===== src/rtl/ccd_sampler_pkg.sv =====
// Shared types and constants for the CCD pixel sampler: FSM states, Bayer slot indices,
// default widths and the capture block geometry (2x2 pixels, or 4x4 under CCD_SAMPLER_AVG_EN).
package ccd_sampler_pkg;

    localparam int DATA_W_DEF  = 12;
    localparam int COORD_W_DEF = 11;
    localparam int OUT_W_DEF   = 8;

    typedef enum logic [1:0] {
        WAIT_IDLE = 2'd0,
        IDLE      = 2'd1,
        FRAME     = 2'd2,
        COMMIT    = 2'd3
    } state_e;

    // Slot index is {row[0], col[0]} of a GRBG quad.
    localparam logic [1:0] POS_G1 = 2'd0;
    localparam logic [1:0] POS_R  = 2'd1;
    localparam logic [1:0] POS_B  = 2'd2;
    localparam logic [1:0] POS_G2 = 2'd3;

`ifdef CCD_SAMPLER_AVG_EN
    localparam int BLK_LOG2 = 2;
`else
    localparam int BLK_LOG2 = 1;
`endif
    localparam int NPIX = 1 << (2 * BLK_LOG2);

endpackage


===== src/rtl/ccd_xy_counter.sv =====
// Pixel x/y position tracking for the raw CCD stream, with fval/lval edge detection.
// Both counters saturate at all-ones instead of wrapping.
module ccd_xy_counter #(
    parameter int COORD_W = 11
) (
    input  logic               clk,
    input  logic               srst,
    input  logic               clr_i,
    input  logic               fval_i,
    input  logic               lval_i,
    input  logic               dval_i,
    output logic [COORD_W-1:0] x_o,
    output logic [COORD_W-1:0] y_o,
    output logic               sample_ok_o,
    output logic               frame_start_o,
    output logic               frame_end_o
);

    logic               fval_q, lval_q;
    logic [COORD_W-1:0] x_q, x_d, y_q, y_d;
    logic               line_end;

    assign sample_ok_o   = fval_i & lval_i & dval_i;
    assign frame_start_o = fval_i & ~fval_q;
    assign frame_end_o   = ~fval_i & fval_q;
    // Line activity outside a frame is ignored.
    assign line_end      = fval_q & lval_q & ~lval_i;

    always_comb begin
        x_d = x_q;
        y_d = y_q;
        if (clr_i) begin
            x_d = '0;
            y_d = '0;
        end else if (line_end) begin
            x_d = '0;
            if (x_q != '0 && y_q != '1)
                y_d = y_q + COORD_W'(1);
        end else if (sample_ok_o && x_q != '1) begin
            x_d = x_q + COORD_W'(1);
        end
    end

    always_ff @(posedge clk) begin
        if (srst) begin
            fval_q <= 1'b0;
            lval_q <= 1'b0;
            x_q    <= '0;
            y_q    <= '0;
        end else begin
            fval_q <= fval_i;
            lval_q <= lval_i;
            x_q    <= x_d;
            y_q    <= y_d;
        end
    end

    assign x_o = x_q;
    assign y_o = y_q;

endmodule


===== src/rtl/ccd_pixel_sampler.sv =====
// Captures one Bayer quad (or a 2x2 block of quads with CCD_SAMPLER_AVG_EN defined) per frame,
// demosaics it to R/G/B and holds the result until the next complete capture.
module ccd_pixel_sampler
    import ccd_sampler_pkg::*;
#(
    parameter int DATA_W  = DATA_W_DEF,
    parameter int COORD_W = COORD_W_DEF,
    parameter int OUT_W   = OUT_W_DEF
) (
    input  logic               clk_clk,
    input  logic               reset_reset,
    input  logic               ccd_fval,
    input  logic               ccd_lval,
    input  logic               ccd_dval,
    input  logic [DATA_W-1:0]  ccd_data,
    input  logic [COORD_W-2:0] quad_x,
    input  logic [COORD_W-2:0] quad_y,
    output logic [OUT_W-1:0]   red_out,
    output logic [OUT_W-1:0]   green_out,
    output logic [OUT_W-1:0]   blue_out,
    output logic               frame_done,
    output logic               quad_miss,
    output logic [7:0]         frame_count
);

    state_e               state_q, state_d;
    logic                 start_cap, commit_en;
    logic [COORD_W-1:0]   x, y, rel_x, rel_y, org_x, org_y;
    logic                 sample_ok, frame_start, frame_end;
    logic [COORD_W-2:0]   qx_q, qy_q;
    logic                 in_blk, hit;
    logic [2*BLK_LOG2-1:0] pix_idx;
    logic [NPIX-1:0]      mask_q;
    logic [OUT_W-1:0]     red_c, green_c, blue_c;
    logic [OUT_W-1:0]     red_q, green_q, blue_q;
    logic                 done_q, miss_q;
    logic [7:0]           count_q;

    ccd_xy_counter #(.COORD_W(COORD_W)) u_xy (
        .clk           (clk_clk),
        .srst          (reset_reset),
        .clr_i         (start_cap),
        .fval_i        (ccd_fval),
        .lval_i        (ccd_lval),
        .dval_i        (ccd_dval),
        .x_o           (x),
        .y_o           (y),
        .sample_ok_o   (sample_ok),
        .frame_start_o (frame_start),
        .frame_end_o   (frame_end)
    );

    always_ff @(posedge clk_clk) begin
        if (reset_reset) state_q <= WAIT_IDLE;
        else             state_q <= state_d;
    end

    always_comb begin
        state_d = state_q;
        case (state_q)
            WAIT_IDLE: if (!ccd_fval)  state_d = IDLE;
            IDLE:      if (frame_start) state_d = FRAME;
            FRAME:     if (frame_end)   state_d = COMMIT;
            COMMIT:                     state_d = IDLE;
            default:                    state_d = WAIT_IDLE;
        endcase
    end

    always_comb begin
        start_cap = (state_q == IDLE) && frame_start;
        commit_en = (state_q == COMMIT);
    end

    // Coordinates are sampled only at frame start so mid-frame changes cannot tear a capture.
    always_ff @(posedge clk_clk) begin
        if (reset_reset) begin
            qx_q <= '0;
            qy_q <= '0;
        end else if (start_cap) begin
            qx_q <= quad_x;
            qy_q <= quad_y;
        end
    end

    // The explicit >= guards stop the modular subtraction aliasing near the top of the range.
    assign org_x   = {qx_q, 1'b0};
    assign org_y   = {qy_q, 1'b0};
    assign rel_x   = x - org_x;
    assign rel_y   = y - org_y;
    assign in_blk  = (x >= org_x) && (y >= org_y) &&
                     (rel_x[COORD_W-1:BLK_LOG2] == '0) && (rel_y[COORD_W-1:BLK_LOG2] == '0);
    assign pix_idx = {rel_y[BLK_LOG2-1:0], rel_x[BLK_LOG2-1:0]};
    assign hit     = (state_q == FRAME) && sample_ok && in_blk && !mask_q[pix_idx];

    always_ff @(posedge clk_clk) begin
        if (reset_reset || start_cap) mask_q <= '0;
        else if (hit)                 mask_q[pix_idx] <= 1'b1;
    end

`ifdef CCD_SAMPLER_AVG_EN
    logic [DATA_W+1:0] r_acc_q, b_acc_q;
    logic [DATA_W+2:0] g_acc_q;
    logic [1:0]        bayer;

    assign bayer = {y[0], x[0]};

    always_ff @(posedge clk_clk) begin
        if (reset_reset || start_cap) begin
            r_acc_q <= '0;
            b_acc_q <= '0;
            g_acc_q <= '0;
        end else if (hit) begin
            case (bayer)
                POS_R:   r_acc_q <= r_acc_q + (DATA_W+2)'(ccd_data);
                POS_B:   b_acc_q <= b_acc_q + (DATA_W+2)'(ccd_data);
                default: g_acc_q <= g_acc_q + (DATA_W+3)'(ccd_data);
            endcase
        end
    end

    assign red_c   = OUT_W'(r_acc_q >> (DATA_W + 2 - OUT_W));
    assign blue_c  = OUT_W'(b_acc_q >> (DATA_W + 2 - OUT_W));
    assign green_c = OUT_W'(g_acc_q >> (DATA_W + 3 - OUT_W));
`else
    logic [DATA_W-1:0] pix_q [4];
    logic [DATA_W:0]   g_sum;

    for (genvar gi = 0; gi < 4; gi++) begin : g_slot
        always_ff @(posedge clk_clk) begin
            if (reset_reset)                       pix_q[gi] <= '0;
            else if (hit && pix_idx == 2'(gi))     pix_q[gi] <= ccd_data;
        end
    end

    // Green is truncated, not rounded.
    assign g_sum   = {1'b0, pix_q[POS_G1]} + {1'b0, pix_q[POS_G2]};
    assign red_c   = OUT_W'(pix_q[POS_R] >> (DATA_W - OUT_W));
    assign blue_c  = OUT_W'(pix_q[POS_B] >> (DATA_W - OUT_W));
    assign green_c = OUT_W'(g_sum >> (DATA_W + 1 - OUT_W));
`endif

    always_ff @(posedge clk_clk) begin
        if (reset_reset) begin
            red_q   <= '0;
            green_q <= '0;
            blue_q  <= '0;
            done_q  <= 1'b0;
            miss_q  <= 1'b0;
            count_q <= '0;
        end else begin
            done_q <= 1'b0;
            if (commit_en) begin
                if (&mask_q) begin
                    red_q   <= red_c;
                    green_q <= green_c;
                    blue_q  <= blue_c;
                    done_q  <= 1'b1;
                    miss_q  <= 1'b0;
                    count_q <= count_q + 8'd1;
                end else begin
                    miss_q  <= 1'b1;
                end
            end
        end
    end

    assign red_out     = red_q;
    assign green_out   = green_q;
    assign blue_out    = blue_q;
    assign frame_done  = done_q;
    assign quad_miss   = miss_q;
    assign frame_count = count_q;

endmodule

===== config.mk =====
export PLATFORM = sky130hd
export DESIGN_NAME = ccd_pixel_sampler
export DESIGN_NICKNAME = d
export VERILOG_FILES = /design/src/rtl/ccd_sampler_pkg.sv /design/src/rtl/ccd_xy_counter.sv /design/src/rtl/ccd_pixel_sampler.sv
export SDC_FILE = /design/constraint.sdc
export NUM_CORES = 1
export LEC_CHECK = 0
export BUFFER_PORTS_ARGS = -buffer_cell sky130_fd_sc_hd__buf_2
export CORE_MARGIN = 1
export CORE_UTILIZATION = 59
export CTS_CLUSTER_DIAMETER = 50
export DETAILED_ROUTE_END_ITERATION = 7
export HOLD_SLACK_MARGIN = 0.06
export PLACE_DENSITY_LB_ADDON = 0.05
export REMOVE_ABC_BUFFERS = 1
export SLEW_MARGIN = 20
export SYNTH_ARGS = -nofsm -noshare
export SYNTH_HDL_FRONTEND = slang
export SYNTH_SLANG_ARGS = --single-unit

===== constraint.sdc =====
create_clock -name clk_clk -period 3.94 [get_ports clk_clk]
set_clock_uncertainty 0.1 [all_clocks]
set_input_delay 0.788 -clock clk_clk [delete_from_list [all_inputs] [get_ports clk_clk]]
set_output_delay 0.788 -clock clk_clk [all_outputs]
set_load 0.01 [all_outputs]

* Yosys cells after proc, flatten, opt, wreduce, memory -nomap -nowiden *
Memory sizes are Yosys's and may differ from the RTL's. A register that Yosys moved wholly into a read port is not among the register bits.
Index checks and enable logic that the tools add are counted.

storage, ports and cells
  input bits = 37
  memory bits (writable) = 48
  logic and storage cells = 105
  flip-flop bits (word level) = 68
  output and inout port bits = 34
  memories kept = 1

memory list
  name   words  bits a word  rd ports  clocked after memory_dff  wr ports  RTL line                  text
  pix_q  4      12           4         2                         4         ccd_pixel_sampler.sv:125  logic [DATA_W-1:0] pix_q [4];

cells by class
  multiplexer cells = 28
  bitwise gates (word level) = 15
  reductions and logical operators = 28
  eq/ne operators = 11
  magnitude comparators = 4
  $add $sub $neg = 6

operators with widths
  kind                     number
  $mux W12                 4
  $add A11 B1 Y11 const B  2
  $ge A11 B11 Y1           2
  $ne A11 B11 Y1 const B   2
  $sub A11 B11 Y11         2
  $logic_not A10 Y1        2
  $mux W1                  18
  $logic_and A1 B1 Y1      14
  $add A12 B12 Y13         1
  $reduce_bool A11 Y1      1
  $add A8 B1 Y8 const B    1
  $eq A2 B2 Y1 const B     4
  $pmux W2 S4              1
  $and A1 B1 Y1            6
  $mux W2                  3
  $ne A2 B2 Y1 const B     3
  $reduce_and A5 Y1        1
  $eq A2 B1 Y1 const B     2
  $logic_not A2 Y1         2
  $not A1 Y1               4
  $or A1 B1 Y1             4
  $or A4 B4 Y4             1
  $reduce_and A4 Y1        1
  $reduce_or A2 Y1         2
  9 further kinds          9

* Depth between registers and ports, before layout *
Gate-level depths: netlist of run 1.

  word-level depth = 11
  mapped depth = 12
  gate-level depth less buffers = 10

* Cells and area by module *
A second synthesis of run 1 with hierarchy kept.

second synthesis, totals
  cell total of the unflattened synthesis = 733
  area total of the unflattened synthesis = 6531.3 um^2

by module, submodules not included
  module             area an instance (um^2)  times used  sequential area each (um^2)  cells each
  ccd_pixel_sampler  5270.1                   1           2402.3                       588
  ccd_xy_counter     1261.2                   1           480.5                        145

* Worst setup path after synthesis of run 1 *
OpenSTA, ideal clock, no wires.

  path kind = flip-flop to flip-flop
  start point = register u_xy.x_q[2], in the netlist u_xy.x_o[2]
  end point = memory pix_q[0][0] (netlist bit), enable pin
  stages on the path, launching flop included = 11
  setup time = 0.359 ns
  clock period less this slack = 3.304 ns
  arrival time = 2.845 ns
  slack = 0.636 ns
  buffers on the path = 1
  required time = 3.481 ns
  cell sequence = dfxtp_1 -> ha_1 -> nor2b_1 -> o31a_1 -> o41ai_2 -> mux2_2 -> nor2_1 -> nand4_1 -> or3_1 -> buf_2 -> nand2b_1

RTL lines
  element                   RTL line                  text
  start: declaration        ccd_xy_counter.sv:20      logic [COORD_W-1:0] x_q, x_d, y_q, y_d;
  start signal: assignment  ccd_xy_counter.sv:48      x_q <= '0;
  start signal: assignment  ccd_xy_counter.sv:53      x_q <= x_d;
  end: declaration          ccd_pixel_sampler.sv:125

==> qor.yml, run 1 <==
outcome:
  run_status: "finished, final reports clean"
floorplanning:
  initial_utilization_pct: 60.4
  fp.dieArea_sq_mm: 0.0109
  die_width_um: 105
  floorplan.io_pins: 71
  placementRows: 37
  coreArea_sq_mm: 0.0103
  fp.dieH_um: 105
placement:
  dpl.hpwl_um: 10000
  routabilityCongestion: 0.897
  placement.io_buffers: 70
  pre_cts_slack_ns: 0.239
sta:
  grt_setup_unrepaired: "no"
  final.setup.worst_slack_ns: 0.358
  timing.setup.tns_ns: 0
  max_freq_mhz: 279
  max_slew_violation_total_from_the_final_report: 0
  post-route-min-period_ns: 3.58
  setup_violations: 0
  post-route-period-util_pct: 90.9
  transition_time_at_the_pin_with_the_least_slew_margin_ns: 0.650
  timing.final.hold_violations: 0
  max_slew_margin_pct: 56.6
worst_setup_path:
  worst_setup_path_start_kind: "flop"
  timing.critical_path.required_ns: 4.03
  setup.worst_path.class: "flop to flop"
  crit_chain: "ha_1, nor2b_1, o31a_1, o41ai_2, mux2_2, nor2_1, nand4_1, or3_1, nand2b_2"
  slowest_delay_ns: 0.54
  cp_data_arrival_time_ns: 3.68
  crit_fanout: 12
  timing.critical_path.to_type: "flop"
  timing.critical_path.slowest_stage_cell: "or3_1"
global_route:
  grt_start_max_net_pins: 37
  globalRouteOverflowTotal: 0
  first_global_vias: 4967
  antenna_found_initial: 0
  global_route_wire_length_before_repair_um: 23500
  globalRouteTotalUtil_pct: 27.4
synthesis:
  synthTopCellsByArea: "dfxtp_1, edfxtp_1, ha_1, nand2_1, a21oi_1"
  synth_simple_gate_area_share_pct: 24.3
  synth_ff_type: "dfxtp_1"
  netlist_instances: 701
  post-synth-top-count-cell: "nand2_1"
  synth.yosys.warnings: 0
  synth_seq_area_share_pct: 46.4
  async_reset_ff_share_pct: 0
  synth_top_family_by_area: "simple AND/OR/NAND/NOR gates"
  post_synth_instance_area_sq_mm: 0.00621
  synth_top_area_share_pct: 27.1
  muxShareOfSynthArea_pct: 1.21
  synth_compound_area_share_pct: 12.4
  yosys.area_share.xor_xnor_pct: 3.81
  number_of_flops_mapped_to_enable_cells_by_yosys: 40
  synthesis.area_per_instance_sq_um: 8.86
  synthesized_flop_and_latch_total: 124
  synth_adder_area_share_pct: 8.06
  synthTopCellsByCount: "nand2_1, dfxtp_1, a21oi_1, nor2_1, nor3_1"
  synth_largest_area_cell: "dfxtp_1"
  netlist-cell-type-count: 55
layout:
  nets: 848
  area_growth_pct: 17.1
  filler_cell_count: 829
  antennaDiodeCount: 0
  postLayoutCoreUtil_pct: 70.7
  post_route_cells_drive_above_1_share_pct: 16.2
worst_hold_path:
  timing.hold.worst.class: "flop to flop"
route:
  wl_per_cell_um: 15.3
  drt_first_pass_iters: 5
  route.vias.total: 5180
  routed_via_density: 5.63
  drt_first_iter_violations: 283
  drtAntennaViolNets: 0
  drc: 0
  drt_total_wl_um: 14100
power:
  leakagePower_nw: 2.90
  ir_worst_vdd_mv: 0.226
  power-per-cell-area_mw_per_mm2: 482
clock_network:
  clkSinkCount: 124
  cts-root-buf: "clkbuf_8"
  tritoncts_clock_tree: "built"
  worstSkewPairLatency_ns: 0.53
  cts_max_path_buffers: 2
  post_cts_buffers: 0
  clk_transition_reported_paths_ns: 0.06
  numCtsBuffers: 17
  htreeDepth: 4
run:
  cap_violations: 0
==> layer usage <==
metal / GRT usage [%] / share of wire [%] / vias to the layer above / wire, um
li1: - / - / 2603 / -
met1: 32.1 / 43 / 2378 / 6020
met2: 48.9 / 51 / 169 / 7160
met3: 5.68 / 4.6 / 30 / 643
met4: 11.0 / 2.1 / 0 / 296
met5: 0 / 0 / - / 0
==> through the flow <==
stage,cells,total power [mW],cell area [sq um],hold slack [ns]
after floorplan,672,1.84,6100,0.330
after global placement,888,2.00,6690,0.335
after detailed placement,888,2.01,6690,0.342
after CTS,920,3.52,7270,0.350
after global routing,920,3.65,7270,0.371
final,920,3.50,7270,0.347
==> flip-flops by register name, summed over array words and instances, names as in the netlist <==
register and cells:
qx_q 10, u_xy.lval_q 1, pix_q 40, u_xy.fval_q 1, quad_miss 1, qy_q 10, frame_count 8, green_out 8
frame_done 1, state_q 2, red_out 8, u_xy.y_o 11, mask_q 4, blue_out 8, u_xy.x_o 11
==> cells in the final DEF, fill, tap and decap left out, drive strengths merged, types with 6 or more instances in the layout <==
cell    synthesis  routed
a21oi          67      67
and3            9       9
buf             3      80
clkbuf         26      17
clkinv          0       6
dfxtp          84      84
edfxtp         40      40
ha             40      40
inv            32      39
nand2         107     107
nand2b         20      20
nand3          15      15
nand4          13      13
nor2           59      59
nor2b           6       6
nor3           54      54
nor4            6       6
o21a           11      11
o21ai          19      19
or2             6       6
or3            10      10
xnor2          12      12
xor2           15      15
==> logic make-up (layout without fill, tap and decap cells) <==
logic type	count (synthesis)	in the layout
AO/OA/AOI/OAI	127	127
XOR/XNOR	27	27
adder cells (fa/ha/maj)	40	40
buffers and inverters	61	144
flip-flops	124	124
multiplexers	6	6
AND/OR/NAND/NOR	316	316
==> power breakdown <==
group / switching [mW] / total, mW / internal (mW)
logic: 0.359 / 0.596 / 0.237
clock network: 0.603 / 1.51 / 0.911
registers: 0.0292 / 1.40 / 1.37
total: 0.990 / 3.50 / 2.51
==> final cells by class <==
type                    count  area [sq um]  area share, %
multi-input cells         516          3100           42.6
flip-flops and latches    124          2880           39.6
repair buffers             80           425           5.85
clock buffers              17           414           5.70
well taps                 136           170           2.34
clock inverters            15           161           2.22
inverters                  32           120           1.65
==> final timing paths <==
kind / startpoint / end / slack [ns] / depth (start not counted)
hold / removal: green_out[4]$_SDFFE_PP0P_ / green_out[4]$_SDFFE_PP0P_ / 0.35 / 2
setup / recovery: u_xy.x_o[2]$_SDFFE_PP0P_ / pix_q[0][4]$_SDFFCE_PN0P_ / 0.36 / 9
hold reg to reg: green_out[4]$_SDFFE_PP0P_ / green_out[4]$_SDFFE_PP0P_ / 0.35 / 2
setup reg to reg: u_xy.x_o[2]$_SDFFE_PP0P_ / pix_q[0][4]$_SDFFCE_PN0P_ / 0.36 / 9
==> critical path, delay by kind of cell, from the launching register on <==
family	cells	cell delay (ns)
AOI/OAI and AO/OA	2	0.63
adders and majority gates	1	0.34
DFF	1	0.48
muxes	1	0.39
and+or+nand+nor	5	1.30
==> what timing repair did <==
action | CTS | global route
endpoints found under the setup margin | 0 | 12
hold buffers | 0 | 0
gates resized for setup | 0 | 1
(Power assumes the default switching activity.)
==> run 2, diff against run 1 <==
--- a/config.mk
+++ b/config.mk
@@ -11,6 +11,7 @@
 export CTS_CLUSTER_DIAMETER = 50
 export DETAILED_ROUTE_END_ITERATION = 7
 export HOLD_SLACK_MARGIN = 0.06
+export MAX_ROUTING_LAYER = met4
 export PLACE_DENSITY_LB_ADDON = 0.05
 export REMOVE_ABC_BUFFERS = 1
 export SLEW_MARGIN = 20
==> run 2 against run 1 <==
Compared with the run above:
- sequential share of layout area fell by 0.082 points
- register-to-register slack got worse by 0.15 ns
- critical path depth did not move
- utilization rose by 0.15 points
- routed wire length rose by 0.17%
- clock power rose by 3%
- hold slack improved by 0.00081 ns
- sequential cell count did not move
- global-route usage rose by 0.66 points
- sequential power barely moved
- combinational power barely moved
- critical endpoint is now pix_q[0][1]$_SDFFCE_PN0P_
- highest routed layer unchanged
==> qor.yml, run 2 (synthesized netlist as in run 1, its figures left out) <==
power:
  ir_worst_vdd_mv: 0.292
  leakagePower_nw: 2.90
  power-per-cell-area_mw_per_mm2: 486
placement:
  dpl.hpwl_um: 10200
  routabilityCongestion: 0.892
  placement.io_buffers: 70
  place_inst: 889
  placedInstanceArea_sq_mm: 0.00670
layout:
  instances_no_fill: 921
  mostFrequentLayoutCell: "nand2_1"
  mostFrequentLayoutCells: "nand2_1, dfxtp_1, buf_2, a21oi_1, nor2_1"
  largest_reg_flops: 40
  filler_cell_count: 818
  area_growth_pct: 17.3
  post_route_cells_drive_above_1_share_pct: 16.2
  final_design_area_no_fill_sq_mm: 0.00729
  postLayoutCoreUtil_pct: 70.9
  antennaDiodeCount: 0
  regMostFlops: "pix_q"
  nets: 849
global_route:
  antenna_found_initial: 0
  grt_most_used_layer: "met2"
  met3_usage_pct: 5.43
  first_global_vias: 5096
  globalRouteOverflowTotal: 0
  grt_util_met2_pct: 48.2
  global_route_wire_length_before_repair_um: 23400
  grt.met1_usage_pct: 31.8
  globalRouteTotalUtil_pct: 28.1
  grt_start_max_net_pins: 41
worst_setup_path:
  slowest_delay_ns: 0.53
  timing.critical_path.required_ns: 4.01
  setup.worst_path.class: "flop to flop"
  crit_chain: "ha_1, nor2b_1, o31a_1, o41ai_2, mux2_2, nor2_1, nand4_1, or3_1, nand2b_1"
  cp_num_buf_inv: 0
  timing.critical_path.to_type: "flop"
  timing.critical_path.slowest_stage_cell: "or3_1"
  critical_path.top_delay_family: "simple AND/OR/NAND/NOR gates"
  crit_fanout: 12
  cp_data_arrival_time_ns: 3.80
  worst_setup_path_start_kind: "flop"
clock_network:
  cts_hold_repair.buffers: 0
  numCtsBuffers: 17
  worstSkewPairLatency_ns: 0.54
  clkSinkCount: 124
  clk_transition_reported_paths_ns: 0.06
  tritoncts_clock_tree: "built"
  cts_resized: 0
  cts_max_path_buffers: 2
  post_cts_buffers: 0
  cts-root-buf: "clkbuf_8"
  htreeDepth: 4
sta:
  post-route-min-period_ns: 3.73
  hold_slack_ns: 0.348
  max_slew_margin_pct: 53.8
  max_freq_mhz: 268
  max_slew_violation_total_from_the_final_report: 0
  post-route-period-util_pct: 94.6
  timing.setup.tns_ns: 0
  setup_violations: 0
  grt_setup_unrepaired: "no"
  timing.final.hold_violations: 0
  transition_time_at_the_pin_with_the_least_slew_margin_ns: 0.693
floorplanning:
  fp.dieH_um: 105
  placementRows: 37
  initial_utilization_pct: 60.4
  fp.dieArea_sq_mm: 0.0109
  die_width_um: 105
  floorplan.io_pins: 71
  coreArea_sq_mm: 0.0103
route:
  wl_per_cell_um: 15.4
  drt_first_iter_violations: 331
  drt_first_pass_iters: 5
  drt_total_wl_um: 14100
  routed_via_density: 5.67
  drc: 0
  route.vias.total: 5221
  drtAntennaViolNets: 0
outcome:
  run_status: "finished, final reports clean"
worst_hold_path:
  timing.hold.worst.class: "flop to flop"
run:
  cap_violations: 0
run 2: changes by cell type in the layout (fill, tap and decap cells not counted):
cell	change
nand2b_2	-1
clkinv_4	-2
buf_4	+1
clkinv_2	-1
clkinvlp_4	+3
clkbuf_8	+1
nand2b_1	+1
inv_6	+3
inv_4	-3
inv_8	-1
run 2: through the flow:
| step | power [mW] | setup WS (ns) |
|---|---|---|
| after floorplan | 1.84 | 0.533 |
| after global placement | 2.00 | 0.348 |
| after detailed placement | 2.01 | 0.240 |
| after CTS | 3.56 | 0.216 |
| after global routing | 3.69 | 0.0555 |
| final | 3.54 | 0.211 |
run 2: where the power goes:
part	switching, mW	internal (mW)	total (mW)
Sequential	0.0296	1.37	1.40
Clock	0.621	0.929	1.55
Combinational	0.360	0.238	0.597
run 2: worst paths after layout:
path | to | startpoint | slack, ns | cells after the start
setup / recovery | pix_q[0][1]$_SDFFCE_PN0P_ | u_xy.x_o[2]$_SDFFE_PP0P_ | 0.21 | 9
setup reg to reg | pix_q[0][1]$_SDFFCE_PN0P_ | u_xy.x_o[2]$_SDFFE_PP0P_ | 0.21 | 9
hold reg to reg | green_out[5]$_SDFFE_PP0P_ | green_out[5]$_SDFFE_PP0P_ | 0.35 | 2
hold / removal | green_out[5]$_SDFFE_PP0P_ | green_out[5]$_SDFFE_PP0P_ | 0.35 | 2
run 2: tightest hold or removal path, delay by kind of cell, from the launching register on:
| family | cells | cell delay [ns] |
|---|---|---|
| AO/OA/AOI/OAI | 1 | 0.05 |
| flip-flops | 1 | 0.30 |
| AND/OR/NAND/NOR | 1 | 0.05 |
run 2: area by class of cell:
class | count | area, sq um | area share (%)
Multi-Input combinational cell | 516 | 3090 | 42.5
Clock buffer | 18 | 428 | 5.87
Timing Repair Buffer | 81 | 433 | 5.94
Clock inverter | 14 | 158 | 2.16
Tap cell | 136 | 170 | 2.34
Sequential cell | 124 | 2880 | 39.6
Inverter | 32 | 120 | 1.65
run 2: per-layer routing:
metal	part of all wire [%]	up-vias	routed length (um)
li1	-	2601	-
met1	43	2431	6030
met2	50	150	7070
met3	4.6	39	654
met4	2.7	0	384
met5	0	-	0
